`src/rtl/alu_cmd_issuer_if.sv`:
```
// Command, ALU-side and result signals of alu_cmd_issuer, bundled with master/slave views.
// When ALU_CHAIN_EN is defined the command channel also carries in_chain.
interface alu_cmd_issuer_if #(
    parameter int AW = 2
);
    logic          in_valid;
    logic          in_ready;
    logic [3:0]    in_a;
    logic [3:0]    in_b;
    logic [1:0]    in_op;
`ifdef ALU_CHAIN_EN
    logic          in_chain;
`endif
    logic [3:0]    alu_a;
    logic [3:0]    alu_b;
    logic [1:0]    alu_op;
    logic [3:0]    alu_out;
    logic          alu_extra;
    logic          res_valid;
    logic          res_ready;
    logic [3:0]    res_out;
    logic          res_extra;
    logic [1:0]    res_op;
    logic          res_dz;
    logic [AW:0]   fifo_count;

    // The issuer itself.
    modport slave (
`ifdef ALU_CHAIN_EN
        input  in_chain,
`endif
        input  in_valid, in_a, in_b, in_op, alu_out, alu_extra, res_ready,
        output in_ready, alu_a, alu_b, alu_op,
        output res_valid, res_out, res_extra, res_op, res_dz, fifo_count
    );

    // Command producer, ALU and result consumer seen as one environment.
    modport master (
`ifdef ALU_CHAIN_EN
        output in_chain,
`endif
        output in_valid, in_a, in_b, in_op, alu_out, alu_extra, res_ready,
        input  in_ready, alu_a, alu_b, alu_op,
        input  res_valid, res_out, res_extra, res_op, res_dz, fifo_count
    );
endinterface

```
`src/rtl/alu_cmd_issuer.sv`:
```
// Queues ALU commands in a small FIFO, issues them to a 4-bit combinational ALU and holds
// each 5-bit result on a valid/ready port. Optional feature macro: ALU_CHAIN_EN.
module alu_cmd_issuer #(
    parameter int DEPTH = 4,
    parameter int AW    = 2
) (
    input logic           clk,
    input logic           rst,
    alu_cmd_issuer_if.slave bus
);

    typedef struct packed {
`ifdef ALU_CHAIN_EN
        logic       chain;
`endif
        logic [3:0] a;
        logic [3:0] b;
        logic [1:0] op;
    } cmd_t;

    typedef enum logic [1:0] {
        IDLE   = 2'd0,
        SAMPLE = 2'd1,
        HOLD   = 2'd2
    } state_t;

    localparam logic [1:0]  OP_DIV  = 2'b10;
    localparam logic [AW:0] FULL_CT = (AW + 1)'(DEPTH);

    cmd_t          mem [DEPTH];
    cmd_t          in_cmd;
    cmd_t          head;
    logic [AW-1:0] wr_ptr;
    logic [AW-1:0] rd_ptr;
    logic [AW:0]   count;
    logic          full;
    logic          empty;
    logic          push;
    logic          pop;
    logic          load_res;
    logic          drop_res;
    logic          div_zero;
    logic [3:0]    src_a;

    state_t        state_q;
    state_t        state_d;

    logic [3:0]    alu_a_q;
    logic [3:0]    alu_b_q;
    logic [1:0]    alu_op_q;
    logic          res_valid_q;
    logic [3:0]    res_out_q;
    logic          res_extra_q;
    logic [1:0]    res_op_q;
    logic          res_dz_q;

    assign full  = (count == FULL_CT);
    assign empty = (count == '0);
    assign push  = bus.in_valid && !full;
    assign head  = mem[rd_ptr];

    always_comb begin
        in_cmd.a  = bus.in_a;
        in_cmd.b  = bus.in_b;
        in_cmd.op = bus.in_op;
`ifdef ALU_CHAIN_EN
        in_cmd.chain = bus.in_chain;
`endif
    end

`ifdef ALU_CHAIN_EN
    // A chained command takes operand A from the result register rather than the queue.
    assign src_a = head.chain ? res_out_q : head.a;
`else
    assign src_a = head.a;
`endif

    // NOTE: storage is not reset; only pointers and count are, so stale entries are never read.
    always_ff @(posedge clk) begin
        if (push) begin
            mem[wr_ptr] <= in_cmd;
        end
    end

    // NOTE: all state is updated with non-blocking assignments so every register sees pre-edge values.
    always_ff @(posedge clk or posedge rst) begin
        if (rst) begin
            wr_ptr <= '0;
            rd_ptr <= '0;
            count  <= '0;
        end else begin
            if (push) wr_ptr <= wr_ptr + AW'(1);
            if (pop)  rd_ptr <= rd_ptr + AW'(1);
            case ({push, pop})
                2'b10:   count <= count + (AW + 1)'(1);
                2'b01:   count <= count - (AW + 1)'(1);
                default: count <= count;
            endcase
        end
    end

    always_ff @(posedge clk or posedge rst) begin
        if (rst) state_q <= IDLE;
        else     state_q <= state_d;
    end

    always_comb begin
        // NOTE: a default before the case keeps combinational blocks free of inferred latches.
        state_d = state_q;
        case (state_q)
            IDLE:    if (!empty) state_d = SAMPLE;
            SAMPLE:  state_d = HOLD;
            HOLD:    if (bus.res_ready) state_d = empty ? IDLE : SAMPLE;
            default: state_d = IDLE;
        endcase
    end

    always_comb begin
        pop      = 1'b0;
        load_res = 1'b0;
        drop_res = 1'b0;
        case (state_q)
            IDLE:   pop = !empty;
            SAMPLE: load_res = 1'b1;
            HOLD: begin
                if (bus.res_ready) begin
                    drop_res = 1'b1;
                    pop      = !empty;
                end
            end
            default: ;
        endcase
    end

    // The ALU output is undefined for a zero divisor, so that case never samples it.
    assign div_zero = (alu_op_q == OP_DIV) && (alu_b_q == 4'd0);

    always_ff @(posedge clk or posedge rst) begin
        if (rst) begin
            alu_a_q     <= '0;
            alu_b_q     <= '0;
            alu_op_q    <= '0;
            res_valid_q <= 1'b0;
            res_out_q   <= '0;
            res_extra_q <= 1'b0;
            res_op_q    <= '0;
            res_dz_q    <= 1'b0;
        end else begin
            if (pop) begin
                alu_a_q  <= src_a;
                alu_b_q  <= head.b;
                alu_op_q <= head.op;
            end
            if (load_res) begin
                res_valid_q <= 1'b1;
                res_op_q    <= alu_op_q;
                res_dz_q    <= div_zero;
                if (div_zero) begin
                    res_out_q   <= 4'hF;
                    res_extra_q <= 1'b1;
                end else begin
                    res_out_q   <= bus.alu_out;
                    res_extra_q <= bus.alu_extra;
                end
            end else if (drop_res) begin
                res_valid_q <= 1'b0;
            end
        end
    end

    assign bus.in_ready   = !full;
    assign bus.fifo_count = count;
    assign bus.alu_a      = alu_a_q;
    assign bus.alu_b      = alu_b_q;
    assign bus.alu_op     = alu_op_q;
    assign bus.res_valid  = res_valid_q;
    assign bus.res_out    = res_out_q;
    assign bus.res_extra  = res_extra_q;
    assign bus.res_op     = res_op_q;
    assign bus.res_dz     = res_dz_q;

endmodule

```
`src/flat_wrapper.sv`:
```
// flat-port wrapper written by rule: the top's interface ports become plain ports
module alu_cmd_issuer_flat 
#(
    parameter int DEPTH = 4,
    parameter int AW    = 2
)
  (clk, rst, bus_in_valid, bus_in_a, bus_in_b, bus_in_op, bus_alu_out, bus_alu_extra, bus_res_ready, bus_in_ready, bus_alu_a, bus_alu_b, bus_alu_op, bus_res_valid, bus_res_out, bus_res_extra, bus_res_op, bus_res_dz, bus_fifo_count);
  alu_cmd_issuer_if #(.AW(AW)) bus_i ();
  input logic clk;
  input logic rst;
  input wire logic [$bits(bus_i.in_valid)-1:0] bus_in_valid;
  input wire logic [$bits(bus_i.in_a)-1:0] bus_in_a;
  input wire logic [$bits(bus_i.in_b)-1:0] bus_in_b;
  input wire logic [$bits(bus_i.in_op)-1:0] bus_in_op;
  input wire logic [$bits(bus_i.alu_out)-1:0] bus_alu_out;
  input wire logic [$bits(bus_i.alu_extra)-1:0] bus_alu_extra;
  input wire logic [$bits(bus_i.res_ready)-1:0] bus_res_ready;
  output wire logic [$bits(bus_i.in_ready)-1:0] bus_in_ready;
  output wire logic [$bits(bus_i.alu_a)-1:0] bus_alu_a;
  output wire logic [$bits(bus_i.alu_b)-1:0] bus_alu_b;
  output wire logic [$bits(bus_i.alu_op)-1:0] bus_alu_op;
  output wire logic [$bits(bus_i.res_valid)-1:0] bus_res_valid;
  output wire logic [$bits(bus_i.res_out)-1:0] bus_res_out;
  output wire logic [$bits(bus_i.res_extra)-1:0] bus_res_extra;
  output wire logic [$bits(bus_i.res_op)-1:0] bus_res_op;
  output wire logic [$bits(bus_i.res_dz)-1:0] bus_res_dz;
  output wire logic [$bits(bus_i.fifo_count)-1:0] bus_fifo_count;
  assign bus_i.in_valid = bus_in_valid;
  assign bus_i.in_a = bus_in_a;
  assign bus_i.in_b = bus_in_b;
  assign bus_i.in_op = bus_in_op;
  assign bus_i.alu_out = bus_alu_out;
  assign bus_i.alu_extra = bus_alu_extra;
  assign bus_i.res_ready = bus_res_ready;
  assign bus_in_ready = bus_i.in_ready;
  assign bus_alu_a = bus_i.alu_a;
  assign bus_alu_b = bus_i.alu_b;
  assign bus_alu_op = bus_i.alu_op;
  assign bus_res_valid = bus_i.res_valid;
  assign bus_res_out = bus_i.res_out;
  assign bus_res_extra = bus_i.res_extra;
  assign bus_res_op = bus_i.res_op;
  assign bus_res_dz = bus_i.res_dz;
  assign bus_fifo_count = bus_i.fifo_count;
  alu_cmd_issuer #(.DEPTH(DEPTH), .AW(AW)) u_core (.clk(clk), .rst(rst), .bus(bus_i));
endmodule
```
`config.mk`:
```
export PLATFORM = sky130hd
export DESIGN_NAME = alu_cmd_issuer_flat
export DESIGN_NICKNAME = d
export VERILOG_FILES = /design/src/rtl/alu_cmd_issuer_if.sv /design/src/rtl/alu_cmd_issuer.sv /design/src/flat_wrapper.sv
export SDC_FILE = /design/constraint.sdc
export NUM_CORES = 1
export LEC_CHECK = 0
export CAP_MARGIN = 15
export CORE_UTILIZATION = 40
export CTS_CLUSTER_DIAMETER = 100
export DETAILED_ROUTE_END_ITERATION = 10
export MAX_ROUTING_LAYER = met4
export PLACE_DENSITY = 0.66
export SLEW_MARGIN = 10
export SYNTH_ARGS = -nofsm -noshare
export SYNTH_HDL_FRONTEND = slang
export SYNTH_SLANG_ARGS = --single-unit
```
`constraint.sdc`:
```
create_clock -name clk -period 6.62 [get_ports clk]
set_clock_uncertainty 0.15 [all_clocks]
set_input_delay 0.993 -clock clk [delete_from_list [all_inputs] [get_ports clk]]
set_output_delay 0.993 -clock clk [all_outputs]
set_load 0.005 [all_outputs]
```
==> metrics.log <==
INFO  metric status = complete, but fails checks
INFO  metric violations = DRC
INFO  metric worst_ep_arrival_time = 3150 ps
INFO  metric start_kind = primary input
INFO  metric fmaxAchievable = 328 MHz
INFO  metric cts_setup_buffers = 0
INFO  metric gpl.final_weighted_congestion = 0.717
INFO  metric hpwl = 3.13 mm
INFO  metric worst_margin_slew = 703 ps
INFO  metric vias_per_cell = 4.97
INFO  metric critical_path_start_end_classification = primary input to register
INFO  metric timing.final.hold_violations = 0
INFO  metric syn2layout_area_growth = 26.4%
INFO  metric wl_per_cell = 16.2 microns
INFO  metric worst-endpoint-required = 6730 ps
INFO  metric worst_setup_path_startpoint = bus_res_ready
INFO  metric ctsHoldBuffers = 0
INFO  metric chipHeight = 84.5 microns
INFO  metric worstRegToRegCells = 9
INFO  metric maxCapViolations = 0
INFO  metric worst_r2r_startpoint = u_core.bus.fifo_count[0]
INFO  metric worst_slew_margin = 53.1%
INFO  metric critPathCaptureType = register
INFO  metric first_global_vias = 1528
INFO  metric yosys.cell_types.count = 32
INFO  metric reg2reg_to = u_core.bus.fifo_count[2]
INFO  metric grt_start_max_net_pins = 29
INFO  metric p_total = 0.00166 W
INFO  metric finalMaxSlewViolations = 0
INFO  metric initial_core_util = 42.2%
INFO  metric synthCells = 159
INFO  metric p_per_area = 481 nW/um^2
INFO  metric routed_antenna_nets = 0
INFO  metric clock_input_transition_at_the_sequential_cells_of_the_worst_setup_and_hold_paths = 70 ps
INFO  metric clk_latency = 340 ps
INFO  metric cp_max_fo = 12
INFO  metric tritoncts_num_sinks = 68
INFO  metric synth_sequential_area_ratio = 69.8%
INFO  metric overflow = 0
INFO  metric num_io_pins = 42
INFO  metric level_count_of_the_clock_h_tree = 3
INFO  metric post_cts.resized_instances = 0
INFO  metric placement.io_buffers = 41
INFO  metric layout_worst_path_cycle_share = 46.0%
INFO  metric ctsLongestPathBuffers = 2
INFO  metric floorplan.die.width = 84.5 microns
INFO  metric cts-buffers-inserted = 9
INFO  metric mappedNetlistNets = 184
INFO  metric number_of_flip_flops_and_latches_in_the_synthesized_netlist = 68
INFO  metric synth.cell_area = 2730 sq um
INFO  metric syn_area_per_cell = 17.1 sq um
INFO  metric finalCoreUtilization = 53.4%
INFO  metric routed-via-count = 1441
INFO  metric post_synth_main_area_contributors = sky130_fd_sc_hd__edfxtp_1, sky130_fd_sc_hd__dfrtp_1, sky130_fd_sc_hd__mux4_2
INFO  metric fp-row-count = 29
INFO  metric yosysTopAreaCell = sky130_fd_sc_hd__edfxtp_1
INFO  metric finish.net_count = 233
INFO  metric die_area = 7150 sq um
INFO  metric drt-pass1-iter-count = 9
INFO  metric setup_viol = 0
INFO  metric cts_root_buf = sky130_fd_sc_hd__clkbuf_8
INFO  metric hold_removal_path_class = register to register
INFO  metric final_period_minus_worst_setup_slack = 3050 ps
INFO  metric yosys.area.top_type_share = 44.1%
INFO  metric grt.total_usage = 15.2%
INFO  metric critPathCapture = u_core.bus.fifo_count[2]
INFO  metric insertedDiodeCount = 0
INFO  metric final.setup.tns = 0 ps
INFO  metric tritoncts = built
INFO  metric r2r_slack = 4270 ps
INFO  metric detailedRoute.firstIterationViolations = 90
INFO  metric totalWireLength = 4.69 mm
INFO  metric core_region_area = 6460 sq um
INFO  metric number_of_antenna_violations_at_the_first_check_in_global_routing = 0
INFO  metric synth_warnings = 0
INFO  metric timing.critical_path.cells = clkdlybuf4s50_1 -> and2b_1 -> nor3_2 -> buf_4 -> ha_1 -> inv_1 -> fa_1 -> xor2_1 -> nor2_1 -> xor2_1
INFO  metric setup_repair_after_global_routing_missed_its_margin = no
INFO  metric max_stage_delay = 490 ps
INFO  metric p_leak = 1.34 nW
INFO  metric drt_drc_violations_left = 4
INFO  metric global_route_wire_length_before_repair = 7.60 mm
INFO  metric critical_path.most_common_cell = sky130_fd_sc_hd__xor2_1
INFO  metric worst_ir_drop_vdd = 0.000184 V
INFO  metric drive_gt1_share = 21.1%
INFO  metric critical-path-slowest-cell = sky130_fd_sc_hd__clkdlybuf4s50_1
worst min path at each step:
| stage | start | to | slack [ps] | cells after the start |
|---|---|---|---|---|
| after floorplan | u_core.bus.res_op[0] | u_core.bus.res_op[0] | 320 | 2 |
| after global placement | u_core.bus.res_op[0] | u_core.bus.res_op[0] | 310 | 2 |
| after detailed placement | u_core.bus.res_op[0] | u_core.bus.res_op[0] | 320 | 2 |
| after CTS | u_core.bus.res_op[0] | u_core.bus.res_op[0] | 330 | 2 |
| after global routing | u_core.bus.res_op[1] | u_core.bus.res_op[1] | 370 | 2 |
| final | u_core.bus.res_op[0] | u_core.bus.res_op[0] | 330 | 2 |
registers in the layout, summed over array words and instances, names as in the netlist:
| name | flops |
|---|---|
| u_core.bus.fifo_count | 3 |
| u_core.bus.alu_a | 4 |
| u_core.bus.res_valid | 1 |
| u_core.state_q | 2 |
| u_core.bus.res_out | 4 |
| u_core.wr_ptr | 2 |
| u_core.bus.res_op | 2 |
| u_core.bus.res_dz | 1 |
| u_core.rd_ptr | 2 |
| u_core.bus.alu_op | 2 |
| u_core.bus.alu_b | 4 |
| u_core.mem | 40 |
| u_core.bus.res_extra | 1 |
kinds of logic (layout without fill, tap and decap cells):
logic type,Yosys count,in the layout,synth area share [%]
XOR/XNOR,6,6,1.93
buffers and inverters,13,67,2.25
flip-flops,68,68,69.8
adder cells (fa/ha/maj),6,6,3.03
AO/OA/AOI/OAI,9,9,1.65
AND/OR/NAND/NOR,35,35,7.07
multiplexers,22,22,14.3
cells in the final DEF (no fill, tap or decap):
cell type / Yosys / routed
sky130_fd_sc_hd__o21ai_0: 1 / 1
sky130_fd_sc_hd__nor4b_1: 1 / 1
sky130_fd_sc_hd__xor2_1: 4 / 4
sky130_fd_sc_hd__and2b_1: 1 / 1
sky130_fd_sc_hd__or3b_4: 1 / 1
sky130_fd_sc_hd__edfxtp_1: 40 / 40
sky130_fd_sc_hd__dfrtp_1: 28 / 28
sky130_fd_sc_hd__nor3_1: 1 / 1
sky130_fd_sc_hd__bufinv_16: 0 / 1
sky130_fd_sc_hd__nand2_1: 8 / 8
sky130_fd_sc_hd__inv_1: 8 / 8
sky130_fd_sc_hd__clkbuf_8: 0 / 12
sky130_fd_sc_hd__mux4_2: 10 / 10
sky130_fd_sc_hd__mux2i_1: 1 / 1
sky130_fd_sc_hd__clkbuf_16: 0 / 1
sky130_fd_sc_hd__nor3_2: 2 / 2
sky130_fd_sc_hd__nand3b_1: 1 / 1
sky130_fd_sc_hd__xnor2_1: 2 / 2
sky130_fd_sc_hd__nand2b_1: 2 / 2
sky130_fd_sc_hd__buf_4: 1 / 2
sky130_fd_sc_hd__a21oi_1: 7 / 7
sky130_fd_sc_hd__nor4_1: 1 / 1
sky130_fd_sc_hd__nor2b_1: 1 / 1
sky130_fd_sc_hd__o21ai_1: 1 / 1
sky130_fd_sc_hd__clkdlybuf4s50_1: 0 / 41
sky130_fd_sc_hd__clkinv_2: 0 / 2
sky130_fd_sc_hd__mux2_4: 8 / 8
sky130_fd_sc_hd__nor2_1: 11 / 11
sky130_fd_sc_hd__and3_1: 2 / 2
sky130_fd_sc_hd__ha_1: 5 / 5
sky130_fd_sc_hd__and2_4: 1 / 1
sky130_fd_sc_hd__and3_2: 2 / 2
sky130_fd_sc_hd__fa_1: 1 / 1
sky130_fd_sc_hd__mux2_2: 3 / 3
power breakdown:
group | internal [W] | switching, W | total, W
clock | 0.000227 | 0.000148 | 0.000375
combinational | 0.000354 | 0.000218 | 0.000572
sequential | 0.000595 | 0.000115 | 0.000710
total | 0.00118 | 0.000481 | 0.00166
cell usage after synthesis:
master	n
sky130_fd_sc_hd__a21oi_1	7
sky130_fd_sc_hd__and2_4	1
sky130_fd_sc_hd__and2b_1	1
sky130_fd_sc_hd__and3_1	2
sky130_fd_sc_hd__and3_2	2
sky130_fd_sc_hd__buf_2	1
sky130_fd_sc_hd__buf_4	1
sky130_fd_sc_hd__buf_6	1
sky130_fd_sc_hd__clkbuf_1	2
sky130_fd_sc_hd__dfrtp_1	28
sky130_fd_sc_hd__edfxtp_1	40
sky130_fd_sc_hd__fa_1	1
sky130_fd_sc_hd__ha_1	5
sky130_fd_sc_hd__inv_1	8
sky130_fd_sc_hd__mux2_2	3
sky130_fd_sc_hd__mux2_4	8
sky130_fd_sc_hd__mux2i_1	1
sky130_fd_sc_hd__mux4_2	10
sky130_fd_sc_hd__nand2_1	8
sky130_fd_sc_hd__nand2b_1	2
sky130_fd_sc_hd__nand3b_1	1
sky130_fd_sc_hd__nor2_1	11
sky130_fd_sc_hd__nor2b_1	1
sky130_fd_sc_hd__nor3_1	1
sky130_fd_sc_hd__nor3_2	2
sky130_fd_sc_hd__nor4_1	1
sky130_fd_sc_hd__nor4b_1	1
sky130_fd_sc_hd__o21ai_0	1
sky130_fd_sc_hd__o21ai_1	1
sky130_fd_sc_hd__or3b_4	1
sky130_fd_sc_hd__xnor2_1	2
sky130_fd_sc_hd__xor2_1	4
metal layers:
layer  track usage [%]  wire [microns]
met1              18.3            2140
met2              22.4            2220
met3              4.03             193
met4              10.3             127
met5                 -               0
cell type report:
class / count / area [sq um]
timing repair buffer: 43 / 425
sequential: 68 / 1900
tap: 77 / 96.3
inverter: 8 / 30.0
clock inverter: 3 / 40.0
multi-input combinational: 78 / 762
fill: 538 / 3010
clock buffer: 13 / 190
critical path: cells and delay by family:
kind                       cells  cell delay [ps]
buffers and inverters          3              820
and+or+nand+nor                3              440
xor gates and xnor gates       2              290
adders and majority gates      2              600
metrics by stage:
stage | cells | area [sq um] | setup slack, ps | hold WS [ps]
final | 290 | 3450 | 3570 | 329
after global routing | 290 | 3450 | 3470 | 371
after CTS | 290 | 3450 | 3570 | 334
after detailed placement | 274 | 3220 | 3240 | 316
after global placement | 274 | 3220 | 3290 | 311
after floorplan | 159 | 2730 | 3820 | 320
Power figures use the tool's default switching activity.
